==> src/rtl/encoder_seq_pkg.sv <==
// ----------------------------------------------------------------------------
// encoder_seq_pkg
// Shared types for the encoder stimulus sequencer:
//   ENC_W        - width of the encoder model's configuration fields
//   seq_state_t  - sequencer FSM states (IDLE, LOAD, RUN, GAP)
//   cmd_t        - one queued motion segment, 50 bits packed
//   cmd_is_valid - acceptance rule applied to a segment when it is popped
// ----------------------------------------------------------------------------
package encoder_seq_pkg;

    localparam int ENC_W = 16;

    typedef enum logic [1:0] {
        IDLE = 2'd0,
        LOAD = 2'd1,
        RUN  = 2'd2,
        GAP  = 2'd3
    } seq_state_t;

    typedef struct packed {
        logic [ENC_W-1:0] period_number;
        logic [ENC_W-1:0] half;
        logic [ENC_W-1:0] period;
        logic             direction;
        logic             quad_en;
    } cmd_t;

    // A segment needs a non-zero period and a high phase that ends before
    // the period terminal value, otherwise the model never toggles.
    function automatic logic cmd_is_valid(input cmd_t c);
        return (c.period != '0) && (c.half < c.period);
    endfunction

endpackage

==> src/rtl/encoder_cmd_fifo.sv <==
// ----------------------------------------------------------------------------
// encoder_cmd_fifo
// Synchronous FIFO of segment commands with a synchronous flush.
// Ports:
//   clk, rstn   - clock, asynchronous active-low reset
//   flush       - empties the FIFO this cycle (wins over push/pop)
//   push, data  - write request and the command to store
//   pop         - read request; head advances when not empty
//   head        - command at the head of the queue (valid when !empty)
//   full, empty - occupancy flags
// ----------------------------------------------------------------------------
module encoder_cmd_fifo
    import encoder_seq_pkg::*;
#(
    parameter int DEPTH = 4
) (
    input  logic clk,
    input  logic rstn,
    input  logic flush,
    input  logic push,
    input  cmd_t data,
    input  logic pop,
    output cmd_t head,
    output logic full,
    output logic empty
);

    localparam int AW = $clog2(DEPTH);

    logic [AW:0] wr_ptr;
    logic [AW:0] rd_ptr;
    cmd_t        mem [DEPTH];
    logic        do_push;
    logic        do_pop;

    // The extra pointer bit separates full from empty when the indices match.
    assign empty   = (wr_ptr == rd_ptr);
    assign full    = (wr_ptr[AW] != rd_ptr[AW]) && (wr_ptr[AW-1:0] == rd_ptr[AW-1:0]);
    assign do_pop  = pop && !empty;
    // A pop frees a slot in the same cycle, so a push while full still fits.
    assign do_push = push && (!full || do_pop);
    assign head    = mem[rd_ptr[AW-1:0]];

    always_ff @(posedge clk or negedge rstn) begin
        if (!rstn) begin
            wr_ptr <= '0;
            rd_ptr <= '0;
        end else if (flush) begin
            wr_ptr <= '0;
            rd_ptr <= '0;
        end else begin
            if (do_push) wr_ptr <= wr_ptr + 1'b1;
            if (do_pop)  rd_ptr <= rd_ptr + 1'b1;
        end
    end

    always_ff @(posedge clk) begin
        if (do_push && !flush) mem[wr_ptr[AW-1:0]] <= data;
    end

endmodule

==> src/rtl/encoder_seq_ctrl.sv <==
// ----------------------------------------------------------------------------
// encoder_seq_ctrl
// Sequences queued motion segments onto the encoder stimulus model: loads a
// segment's configuration, enables the model for the segment's duration,
// then holds enable low for an idle gap before taking the next segment.
// Ports:
//   clk, rstn            - clock, asynchronous active-low reset
//   cmd_*                - segment command push interface (valid/ready)
//   abort                - level; stops the running segment, flushes queue
//   enc_*                - configuration and enable pins of the model
//   busy                 - sequencer active or commands pending
//   seg_done/seg_aborted - one-cycle completion / abort pulses
//   cmd_err              - one-cycle pulse for a rejected command
//   seg_count            - number of normally completed segments (wraps)
// ----------------------------------------------------------------------------
module encoder_seq_ctrl
    import encoder_seq_pkg::*;
#(
    parameter int FIFO_DEPTH = 4,
    parameter int GAP_CYCLES = 4,
    parameter int START_LAT  = 2
) (
    input  logic             clk,
    input  logic             rstn,
    input  logic             cmd_valid,
    output logic             cmd_ready,
    input  logic [ENC_W-1:0] cmd_period_number,
    input  logic [ENC_W-1:0] cmd_half,
    input  logic [ENC_W-1:0] cmd_period,
    input  logic             cmd_direction,
    input  logic             cmd_quad_en,
    input  logic             abort,
    output logic [ENC_W-1:0] enc_period_number,
    output logic [ENC_W-1:0] enc_half,
    output logic [ENC_W-1:0] enc_period,
    output logic             enc_direction,
    output logic             enc_direct_enable,
    output logic             enc_quadrature_enable,
    output logic             busy,
    output logic             seg_done,
    output logic             seg_aborted,
    output logic             cmd_err,
    output logic [ENC_W-1:0] seg_count
);

    localparam logic [ENC_W-1:0] LAT_LAST = ENC_W'(START_LAT - 1);
    localparam logic [ENC_W-1:0] GAP_LAST = ENC_W'(GAP_CYCLES - 1);

    seq_state_t       state;
    seq_state_t       state_next;
    cmd_t             push_cmd;
    cmd_t             head;
    cmd_t             enc_q;
    logic             fifo_full;
    logic             fifo_empty;
    logic             ready_q;
    logic             push;
    logic             pop;
    logic             head_ok;
    logic             last_run_cycle;
    logic             gap_done;
    logic             lat_done;
    logic [ENC_W-1:0] lat_cnt;
    logic [ENC_W-1:0] per_cnt;
    logic [ENC_W-1:0] rep_cnt;
    logic [ENC_W-1:0] gap_cnt;

    assign push_cmd = '{period_number: cmd_period_number, half: cmd_half,
                        period: cmd_period, direction: cmd_direction,
                        quad_en: cmd_quad_en};

    // ready_q keeps cmd_ready low while reset is asserted.
    assign cmd_ready = ready_q && !fifo_full && !abort;
    assign push      = cmd_valid && cmd_ready;
    assign pop       = (state == LOAD);
    assign head_ok   = cmd_is_valid(head);
    assign busy      = (state != IDLE) || !fifo_empty;

    assign enc_period_number     = enc_q.period_number;
    assign enc_half              = enc_q.half;
    assign enc_period            = enc_q.period;
    assign enc_direction         = enc_q.direction;
    assign enc_quadrature_enable = enc_q.quad_en;
    // Decoded from the asynchronously reset state so it drops with rstn.
    assign enc_direct_enable     = (state == RUN);

    // period_number == 0 never ends on its own, even once rep_cnt saturates.
    assign last_run_cycle = lat_done && (enc_q.period_number != '0) &&
                            (rep_cnt == enc_q.period_number - ENC_W'(1)) &&
                            (per_cnt == enc_q.period);
    assign gap_done       = (gap_cnt == GAP_LAST);

    encoder_cmd_fifo #(
        .DEPTH (FIFO_DEPTH)
    ) u_fifo (
        .clk   (clk),
        .rstn  (rstn),
        .flush (abort),
        .push  (push),
        .data  (push_cmd),
        .pop   (pop),
        .head  (head),
        .full  (fifo_full),
        .empty (fifo_empty)
    );

    always_ff @(posedge clk or negedge rstn) begin
        if (!rstn) state <= IDLE;
        else       state <= state_next;
    end

    // Abort takes priority everywhere: the queue is being flushed, so IDLE
    // must not move to LOAD and a completing segment is reported as aborted.
    always_comb begin
        state_next = state;
        case (state)
            IDLE: if (!fifo_empty && !abort) state_next = LOAD;
            LOAD: state_next = (abort || !head_ok) ? IDLE : RUN;
            RUN:  if (abort || last_run_cycle) state_next = GAP;
            GAP:  if (!abort && gap_done) state_next = IDLE;
            default: state_next = IDLE;
        endcase
    end

    always_ff @(posedge clk or negedge rstn) begin
        if (!rstn) begin
            ready_q     <= 1'b0;
            enc_q       <= '0;
            seg_done    <= 1'b0;
            seg_aborted <= 1'b0;
            cmd_err     <= 1'b0;
            seg_count   <= '0;
            lat_cnt     <= '0;
            lat_done    <= 1'b0;
            per_cnt     <= '0;
            rep_cnt     <= '0;
            gap_cnt     <= '0;
        end else begin
            ready_q     <= 1'b1;
            seg_done    <= (state == RUN) && last_run_cycle && !abort;
            seg_aborted <= (state == RUN) && abort;
            cmd_err     <= (state == LOAD) && !abort && !head_ok;

            if ((state == RUN) && last_run_cycle && !abort)
                seg_count <= seg_count + ENC_W'(1);

            // A rejected command leaves the model configuration cleared.
            if ((state == LOAD) && !abort) begin
                enc_q    <= head_ok ? head : '0;
                lat_cnt  <= '0;
                lat_done <= (START_LAT == 0);
                per_cnt  <= '0;
                rep_cnt  <= '0;
            end

            // Start latency first, then period/repetition counting.
            if (state == RUN) begin
                if (!lat_done) begin
                    if (lat_cnt == LAT_LAST) lat_done <= 1'b1;
                    else                     lat_cnt  <= lat_cnt + ENC_W'(1);
                end else if (per_cnt == enc_q.period) begin
                    per_cnt <= '0;
                    if (rep_cnt != '1) rep_cnt <= rep_cnt + ENC_W'(1);
                end else begin
                    per_cnt <= per_cnt + ENC_W'(1);
                end
            end

            // Held abort keeps the gap count at zero so the gap restarts.
            if ((state != GAP) || abort) gap_cnt <= '0;
            else if (!gap_done)          gap_cnt <= gap_cnt + ENC_W'(1);
        end
    end

endmodule

==> config.mk <==
export PLATFORM = sky130hd
export DESIGN_NAME = encoder_seq_ctrl
export DESIGN_NICKNAME = d
export VERILOG_FILES = /design/src/rtl/encoder_seq_pkg.sv /design/src/rtl/encoder_cmd_fifo.sv /design/src/rtl/encoder_seq_ctrl.sv
export SDC_FILE = /design/constraint.sdc
export NUM_CORES = 1
export LEC_CHECK = 0
export BUFFER_PORTS_ARGS = -buffer_cell sky130_fd_sc_hd__buf_2
export CORE_MARGIN = 2
export CORE_UTILIZATION = 55
export DETAILED_ROUTE_END_ITERATION = 10
export PLACE_DENSITY = 0.86
export RECOVER_POWER = 100
export SYNTH_ARGS = -nofsm -noshare
export SYNTH_HDL_FRONTEND = slang
export SYNTH_SLANG_ARGS = --single-unit
==> constraint.sdc <==
create_clock -name clk -period 5.12 [get_ports clk]
set_input_delay 1.024 -clock clk [delete_from_list [all_inputs] [get_ports clk]]
set_output_delay 1.024 -clock clk [all_outputs]
set_load 0.005 [all_outputs]
-- After elaboration in Yosys (flattened, before gate mapping)
Memory sizes are Yosys's and may differ from the RTL's.
Index checks and enable logic that the tools add are counted.
- equal/unequal tests: 16
- $add $sub $neg: 8
- $lt $le $gt $ge: 1
- reduce and logical (&&, ||, !) cells: 34
- muxes and demuxes: 31
- operator list (kind ; number):
    16-bit 2-to-1 mux ; 15
    16-bit by 1-bit adder with 16-bit output, second input constant ; 5
    50-bit 2-to-1 mux ; 1
    16-bit == test ; 2
    16-bit nonzero test ; 2
    1-bit logical AND ; 18
    16-bit by 1-bit == test with 1-bit output, second input constant ; 1
    16-bit by 2-bit == test with 1-bit output, second input constant ; 1
    16-bit < comparator ; 1
    16-bit inequality test, second input constant ; 1
    16-bit by 1-bit subtractor with 16-bit output, second input constant ; 1
    3-bit 2-to-1 mux ; 4
    2-bit 2-to-1 mux ; 4
    2-bit one-hot mux with 4 select lines ; 1
    3-bit by 1-bit adder with 3-bit output, second input constant ; 2
    1-bit 2-to-1 mux ; 6
    2-bit inequality test, second input constant ; 3
    2-bit nonzero test ; 3
    1-bit logical OR ; 5
    2-bit == test, second input constant ; 2
    1-bit logical NOT ; 4
    2-bit by 1-bit inequality test with 1-bit output, second input constant ; 2
    3-bit == test ; 1
    3-bit AND reduction ; 1
    4 further kinds ; 4
- memory bits (writable): 200
- memories kept: 1
- word-level logic and storage cells: 109
- flip-flop bits (word level): 143
- memory list (name ; depth ; width ; rd ports ; clocked after memory_dff ; wr ports ; line ; source):
    u_fifo.mem ; 4 ; 50 ; 1 ; 0 ; 1 ; encoder_cmd_fifo.sv:32 ; cmd_t mem [DEPTH];

-- Logic depth before layout (Yosys ltp)
Gate-level depths: netlist of run 1.
- word-level depth: 10
- gate-level depth with buffers: 13
- gate-level depth less buffers: 10

-- Modules after synthesis
From an unflattened synthesis of run 1, not the netlist that was laid out.
- cell total of the unflattened synthesis: 1149
- area total of the unflattened synthesis: 15264.6 sq um
- modules (own cells, without submodules) (module ; seq. area each (sq um) ; instances ; area an instance (sq um) ; cells each):
    encoder_cmd_fifo ; 6155.9 ; 1 ; 7770.0 ; 317
    encoder_seq_ctrl ; 3428.3 ; 1 ; 7494.7 ; 832

-- Least setup slack after synthesis of run 1
OpenSTA, ideal clock, no wires.
- path type: reg2reg
- from: reg u_fifo.rd_ptr[0]
- to: reg enc_q, in the netlist enc_period[15]
- arrival: 3.680 ns
- cell stages (with the launch flop): 14
- period minus slack after synthesis: 3.775 ns
- library setup time: 0.096 ns
- buffers on the path: 4
- setup slack: 1.345 ns
- path through: dfrtp_1 -> buf_2 -> buf_2 -> buf_1 -> mux4_2 -> ha_1 -> a21o_1 -> a211oi_1 -> a211oi_1 -> a211o_1 -> a21oi_1 -> nand3_1 -> clkbuf_1 -> o31ai_1
- word-level cells in the longest chain between the ends: 4
- RTL lines (element ; line ; source):
    from (decl) ; encoder_cmd_fifo.sv:31 ; logic [AW:0] rd_ptr;
    from (signal assigned) ; encoder_cmd_fifo.sv:53 ; if (do_pop) rd_ptr <= rd_ptr + 1'b1;
    memory 4 x 50 bit * ; - ;
    16-bit < comparator or 16-bit nonzero test (tied branches) ; encoder_seq_pkg.sv:31 ; return (c.period != '0) && (c.half < c.period);
    1-bit logical AND ; encoder_seq_pkg.sv:31 ;
    50-bit 2-to-1 mux * ; encoder_seq_ctrl.sv:149 ; enc_q <= head_ok ? head : '0;
    to (signal assigned) ; encoder_seq_ctrl.sv:149 ;
    to (decl) ; encoder_seq_ctrl.sv:53 ; cmd_t enc_q;
Every way passes the cells marked *; elsewhere a longest branch is shown, timed or not.
A chain may end at the register's enable or synchronous reset.

-- Worst setup path after layout of run 1
- from: in abort
- to: reg enc_q, in the netlist enc_half[0]
- word-level cells in the longest chain between the ends: 2
- RTL lines (element ; line ; source):
    from (decl) ; encoder_seq_ctrl.sv:32 ; input logic abort,
    1-bit logical NOT ; encoder_seq_ctrl.sv:148 ; if ((state == LOAD) && !abort) begin
    1-bit logical AND ; encoder_seq_ctrl.sv:148 ;
Every way passes these cells.

==> results of run 1 <==
[metrics by stage]
stage	std cells	cell area [um^2]	total power, mW
final	1623	17000	7.43
after global routing	1623	17000	7.76
after CTS	1623	17200	7.49
after detailed placement	1561	16100	5.15
after global placement	1561	16100	5.05
after floorplan	1137	15100	4.53
[report_power, final]
group          leakage, nW  switching (mW)  internal, mW  total (mW)
logic                 2.23           0.936         0.575        1.51
clock network        0.510            1.01          1.33        2.34
registers             3.72           0.387          3.19        3.58
total                 6.46            2.33          5.10        7.43
[final timing paths]
path                                         startpoint                    endpoint  slack, ns  cells after the start
hold reg to reg               seg_count[15]$_DFFE_PN0P_   seg_count[15]$_DFFE_PN0P_       0.47                      1
setup reg to reg           u_fifo.rd_ptr[1]$_DFFE_PN0P_  enc_period[10]$_DFFE_PN0P_       0.84                     11
hold / removal                seg_count[15]$_DFFE_PN0P_   seg_count[15]$_DFFE_PN0P_       0.47                      1
max in group asynchronous                          rstn   enc_direction$_DFFE_PN0P_       1.21                      2
setup / recovery                                  abort     enc_half[0]$_DFFE_PN0P_       0.75                      6
min in group asynchronous                          rstn    seg_count[0]$_DFFE_PN0P_       1.78                      1
[sequential cells by signal (all words and copies together) (netlist names), named ones only]
signal,flops
cmd_err,1
enc_direction,1
enc_half,16
enc_period,16
enc_period_number,16
enc_quadrature_enable,1
gap_cnt,16
lat_cnt,16
lat_done,1
per_cnt,16
ready_q,1
rep_cnt,16
seg_aborted,1
seg_count,16
seg_done,1
state,1
u_fifo.mem,200
u_fifo.rd_ptr,3
u_fifo.wr_ptr,3
[synthesized netlist by cell type (28+ instances only)]
master and n:
mux4_2 50, o31ai_1 29, nand4_1 28, dfrtp_1 143, nor4_1 34, inv_1 33
nand2_1 139, nor2_1 41, clkbuf_1 41, xor2_1 53, o21ai_0 77, nand3_1 42
edfxtp_1 200
[cell type report]
class	count	share of cell area
Multi-Input combinational cell	705	0.306
Inverter	33	0.00730
Clock inverter	14	0.00420
Timing Repair Buffer	139	0.0346
Clock buffer	48	0.0574
Sequential cell	343	0.565
Tap cell	341	0.0251
[logic make-up (layout without fill, tap and decap cells)]
group	Yosys count	count (layout)	share of synthesized area
compound gates	161	161	0.0660
buf+inv	89	234	0.0229
fa+ha+maj	27	27	0.0223
mux	65	65	0.0849
simple gates	383	383	0.132
xor+xnor	68	68	0.0393
flops	343	343	0.633
other cells	1	1	0.000248
[layout by cell type (no fill, tap or decap), types with 5 or more instances in the layout]
master       n
clkbuf_1   104
and2_1       5
o31ai_1     29
nand2_1    139
o21ai_0     77
clkinv_1     6
dfrtp_1    142
and4_1       5
nand3b_1     7
nand2b_1     8
buf_2       26
clkinv_2     5
buf_4        7
xnor2_1     15
a21o_1       5
nand4_1     28
and3_1      18
inv_1       33
mux4_2      50
clkbuf_16   35
mux2i_1     10
xor2_1      53
nand3_1     41
clkbuf_8     5
a21oi_1     13
nor2_1      41
clkbuf_2     6
ha_1        27
nor3b_1      6
o211ai_1     6
edfxtp_1   200
or4_1        6
nor4_1      37
or3_1       10
nor3_1       6
nor2b_1      6
[metal layers]
metal,global-route usage,vias up
li1,-,4524
met1,0.314,5038
met2,0.417,456
met3,0.0365,76
met4,0.0910,0
met5,0,-
==> results.ini, run 1 <==
[synthesis]
synth_area_leaders = edfxtp_1 40%, dfrtp_1 24%, mux4_2 7.4%, nand2_1 3.4%, xor2_1 3.1%
synth_top_area_frac = 0.396
postSynthAreaPerCell_um2 = 13.3
synth_fp_nets = 1218
synth_largest_area_cell = edfxtp_1
ys_warn_count = 0
ys.flop_type = edfxtp_1
synth_seq_cells = 343
synth_edf_count = 200
netlist_area_mm2 = 0.0151
synth_seq_area_share = 0.633
synth_cells = 1137
synth_async_sr_flop_share = 0.417
ys_types = 67

[status]
status = finished, violations left
failed_checks = capacitance limit, slew limit

[die]
die_w_um = 170
core_area_mm2 = 0.0270
die_area_mm2 = 0.0289
floorplan.initialDensity = 0.561
die_y_um = 170
row_count = 60
io_pins = 126

[layout]
fill_cells = 1945
drive_gt1_frac = 0.120
final_util = 0.628
layout.nets = 1338
multi_input_area_mm2 = 0.00520
syn2layout_area_growth_pct = 12.0
diodes = 0
final-seq-area_mm2 = 0.00959

[run]
maxCapViolations = 4

[global_route]
grt_usage = 0.242
grt_pass1_wl_um = 54200
grt_pass1_vias = 10041
antenna_found_initial = 0
grt_max_degree = 71
grt_overflow = 0

[worst_setup_path]
path_common_cell = clkbuf_1
end_kind = flop
cp_max_fo = 31
cp_cell_sequence = clkbuf_1 > nand2b_1 > nor2_1 > clkbuf_1 > nand2_1 > o21ai_0
cp.arrival_ns = 4.80
worstPathRequired_ns = 5.55
worstSetupPathType = primary input to flop
cp_top_family = simple AND/OR/NAND/NOR gates
critPathBufInv = 2
start_kind = primary input
max_stage_delay_ns = 1.27
cp_slowest_cell = clkbuf_1

[clock_network]
postCtsResizedCells = 0
clk_pin_slew_ns = 0.06
cts_setup_buffers = 0
htree_levels = 2
clkSinkCount = 343
max-clock-path-buffers = 3
numCtsBuffers = 35
clk_latency_ns = 0.51
ctsHoldBuffers = 0
cts-root-buf = clkbuf_16
cts_tree = built

[power]
peakVddDrop_v = 0.000367
cellLeakagePower_nw = 6.46
p_per_area_mw_per_mm2 = 438

[timing]
rsz0062_at_grt = no
max_slew_margin = -1.46
hold_viol = 0
fin_crit_ns = 4.37
setup_violations = 0
hold_slack_ns = 0.474
worstMarginPinSlew_ns = 3.69
finalCritPeriodShare = 0.854
fmax_mhz = 229
slew_viol_final = 206
worst_slack_ns = 0.749
setup_tns_ns = 0
fin_skew_ns = 0.0217

[routing]
vias = 10094
wl_per_cell_um = 21.2
routed_wl_um = 34400
dr_wl_met3_um = 2490
drtIter0Drc = 1007
drc = 0
detail-route-antenna-nets = 0
wl_met2_um = 17500
viasPerCell = 6.22
dr.pass1.iters = 7
wl_met1_um = 13400
maxUsedRoutingLayer = met4

[placement]
gp_congestion = 0.903
hpwl_um = 22600
port-buffer-count = 125
dp_slack_ns = 1.20

[worst_hold_path]
hold_path.class = flop to flop

Note: power is estimated with default switching activity, not from simulation.
==> run 2, diff against run 1 <==
- CORE_UTILIZATION: 55 -> 30
- PLACE_DENSITY: 0.86 -> 0.58
==> run 2 against run 1 <==
Against the previous run:
- the flow still finishes with violations (capacitance limit, slew limit)
- hold slack lost 0.0076 ns
- critical path depth up 4
- clock skew up 0.0045 ns
- core utilization down 28 points
- die area increased by 81%
- flip-flop and latch count stayed put
- sequential share of layout area shrank 1.9 points
- worst setup slack better by 0.17 ns
- fmax rose by 4.0%
- highest routed layer unchanged
==> results.ini, run 2 (synthesized netlist as in run 1, its figures left out) <==
[power]
p_per_area_mw_per_mm2 = 442
cellLeakagePower_nw = 6.51
peakVddDrop_v = 0.000335
total_power_mw = 7.76

[clock_network]
cts_setup_buffers = 0
cts-root-buf = clkbuf_16
clk_latency_ns = 0.56
numCtsBuffers = 38
htree_levels = 2
postCtsResizedCells = 0
cts_tree = built
max-clock-path-buffers = 3
clkSinkCount = 343
clk_pin_slew_ns = 0.06
ctsHoldBuffers = 0

[routing]
detail-route-antenna-nets = 0
dr.pass1.iters = 7
viasPerCell = 4.93
routed_wl_um = 36900
wl_per_cell_um = 18.8
drtIter0Drc = 589
vias = 9664
drc = 0

[die]
io_pins = 126
die_y_um = 229
row_count = 82
floorplan.initialDensity = 0.303
die_area_mm2 = 0.0523
core_area_mm2 = 0.0500
die_w_um = 229

[worst_setup_path]
r2r-start = u_fifo.rd_ptr[0]$_DFFE_PN0P_
reg2reg_depth = 10
start_kind = flop
r2r_slack_ns = 0.92
startpoint = u_fifo.rd_ptr[0]$_DFFE_PN0P_
cp_max_fo = 31
cp.arrival_ns = 4.62
cp_cell_sequence = mux4_2 > ha_1 > a21o_1 > a211oi_1 > a211oi_1 > a211o_1 > a21oi_1 > nand3_1 > buf_4 > and2_0
max_stage_delay_ns = 0.71
worstPathRequired_ns = 5.54
end_kind = flop
r2r_end = cmd_err$_DFF_PN0_
path_common_cell = a211oi_1
worstSetupPathType = flop to flop
cp_slowest_cell = dfrtp_4

[timing]
fmax_mhz = 238
hold_slack_ns = 0.466
hold_viol = 0
setup_violations = 0
worstMarginPinSlew_ns = 2.04
setup_tns_ns = 0
finalCritPeriodShare = 0.821
max_slew_margin = -0.357
fin_skew_ns = 0.0263
rsz0062_at_grt = no
slew_viol_final = 101
fin_crit_ns = 4.20

[global_route]
grt_usage = 0.141
grt_overflow = 0
grt_max_degree = 126
grt_pass1_vias = 9644
grt-busiest-layer = met2
met3_usage = 0.0227
grt_use_met2 = 0.240
met1_usage = 0.187
grt_pass1_wl_um = 57700
antenna_found_initial = 0

[layout]
layout_commonest_cell = edfxtp_1
fill_cells = 4936
mostFrequentLayoutCells = 200 x edfxtp_1, 141 x dfrtp_1, 139 x nand2_1
diodes = 0
layout.nets = 1340
largest_reg_flops = 200
syn2layout_area_growth_pct = 15.9
stdcell_count = 1960
design_area_mm2 = 0.0176
drive_gt1_frac = 0.118

[placement]
dp_cells = 1891
port-buffer-count = 125
hpwl_um = 24500
dpl_cell_area_mm2 = 0.0165
gp_congestion = 0.829

[worst_hold_path]
holdPathStages = 1
min_to = seg_count[15]$_DFFE_PN0P_
hp-start = seg_count[15]$_DFFE_PN0P_
hold_path.class = flop to flop

[status]
status = finished, violations left
failed_checks = capacitance limit, slew limit

[run]
maxCapViolations = 3

==> run 2: changes by cell type in the layout (fill, tap and decap cells not counted), sizes merged <==
cell      change
buf           -8
bufinv        +4
clkbuf        +4
clkinv        +4
clkinvlp      +1
inv           +1
==> run 2: metrics by stage <==
| step | utilization | worst slack, ns |
|---|---|---|
| 6_report | 0.352 | 0.917 |
| 3_3_place_gp | 0.331 | 1.25 |
| 5_1_grt | 0.352 | 0.500 |
| 2_1_floorplan | - | 1.34 |
| 4_1_cts | 0.356 | 1.15 |
| 3_5_place_dp | 0.331 | 1.16 |
==> run 2: critical path, delay by kind of cell, from the launching register on <==
family                     cells  cell delay [ns]
buffers and inverters          1             0.52
AOI/OAI and AO/OA              5             0.99
adders and majority gates      1             0.33
muxes                          1             0.60
and+or+nand+nor                2             0.88
DFF                            1             0.71
==> run 2: power by group <==
| group | internal [mW] | switching, mW |
|---|---|---|
| Sequential | 3.19 | 0.381 |
| Clock | 1.58 | 1.12 |
| Combinational | 0.566 | 0.933 |
| Total | 5.33 | 2.43 |
==> run 2: worst max-delay path by stage <==
| stage | slack, ns | endpoint | depth (start not counted) |
|---|---|---|---|
| 2_1_floorplan | 1.34 | enc_period[15]$_DFFE_PN0P_ | 13 |
| 3_3_place_gp | 1.25 | enc_period[14]$_DFFE_PN0P_ | 11 |
| 5_1_grt | 0.50 | enc_period_number[8]$_DFFE_PN0P_ | 6 |
| 4_1_cts | 1.15 | enc_period[13]$_DFFE_PN0P_ | 10 |
| 6_report | 0.92 | cmd_err$_DFF_PN0_ | 10 |
| 3_5_place_dp | 1.16 | enc_period[9]$_DFFE_PN0P_ | 10 |
==> run 2: area by class of cell <==
type	instances	area, um^2	area share
Tap cell	672	841	0.0479
Inverter	33	124	0.00705
Sequential cell	343	9590	0.546
Clock buffer	45	977	0.0556
Timing Repair Buffer	138	592	0.0337
Clock inverter	24	245	0.0140
Multi-Input combinational cell	705	5190	0.296
==> run 2: routing by layer <==
layer  wire length [um]  share of wire  up-vias
li1                   -              -     4536
met1              16300           0.44     4869
met2              18400           0.50      216
met3               1590          0.043       43
met4                648          0.018        0
met5                  0              0        -
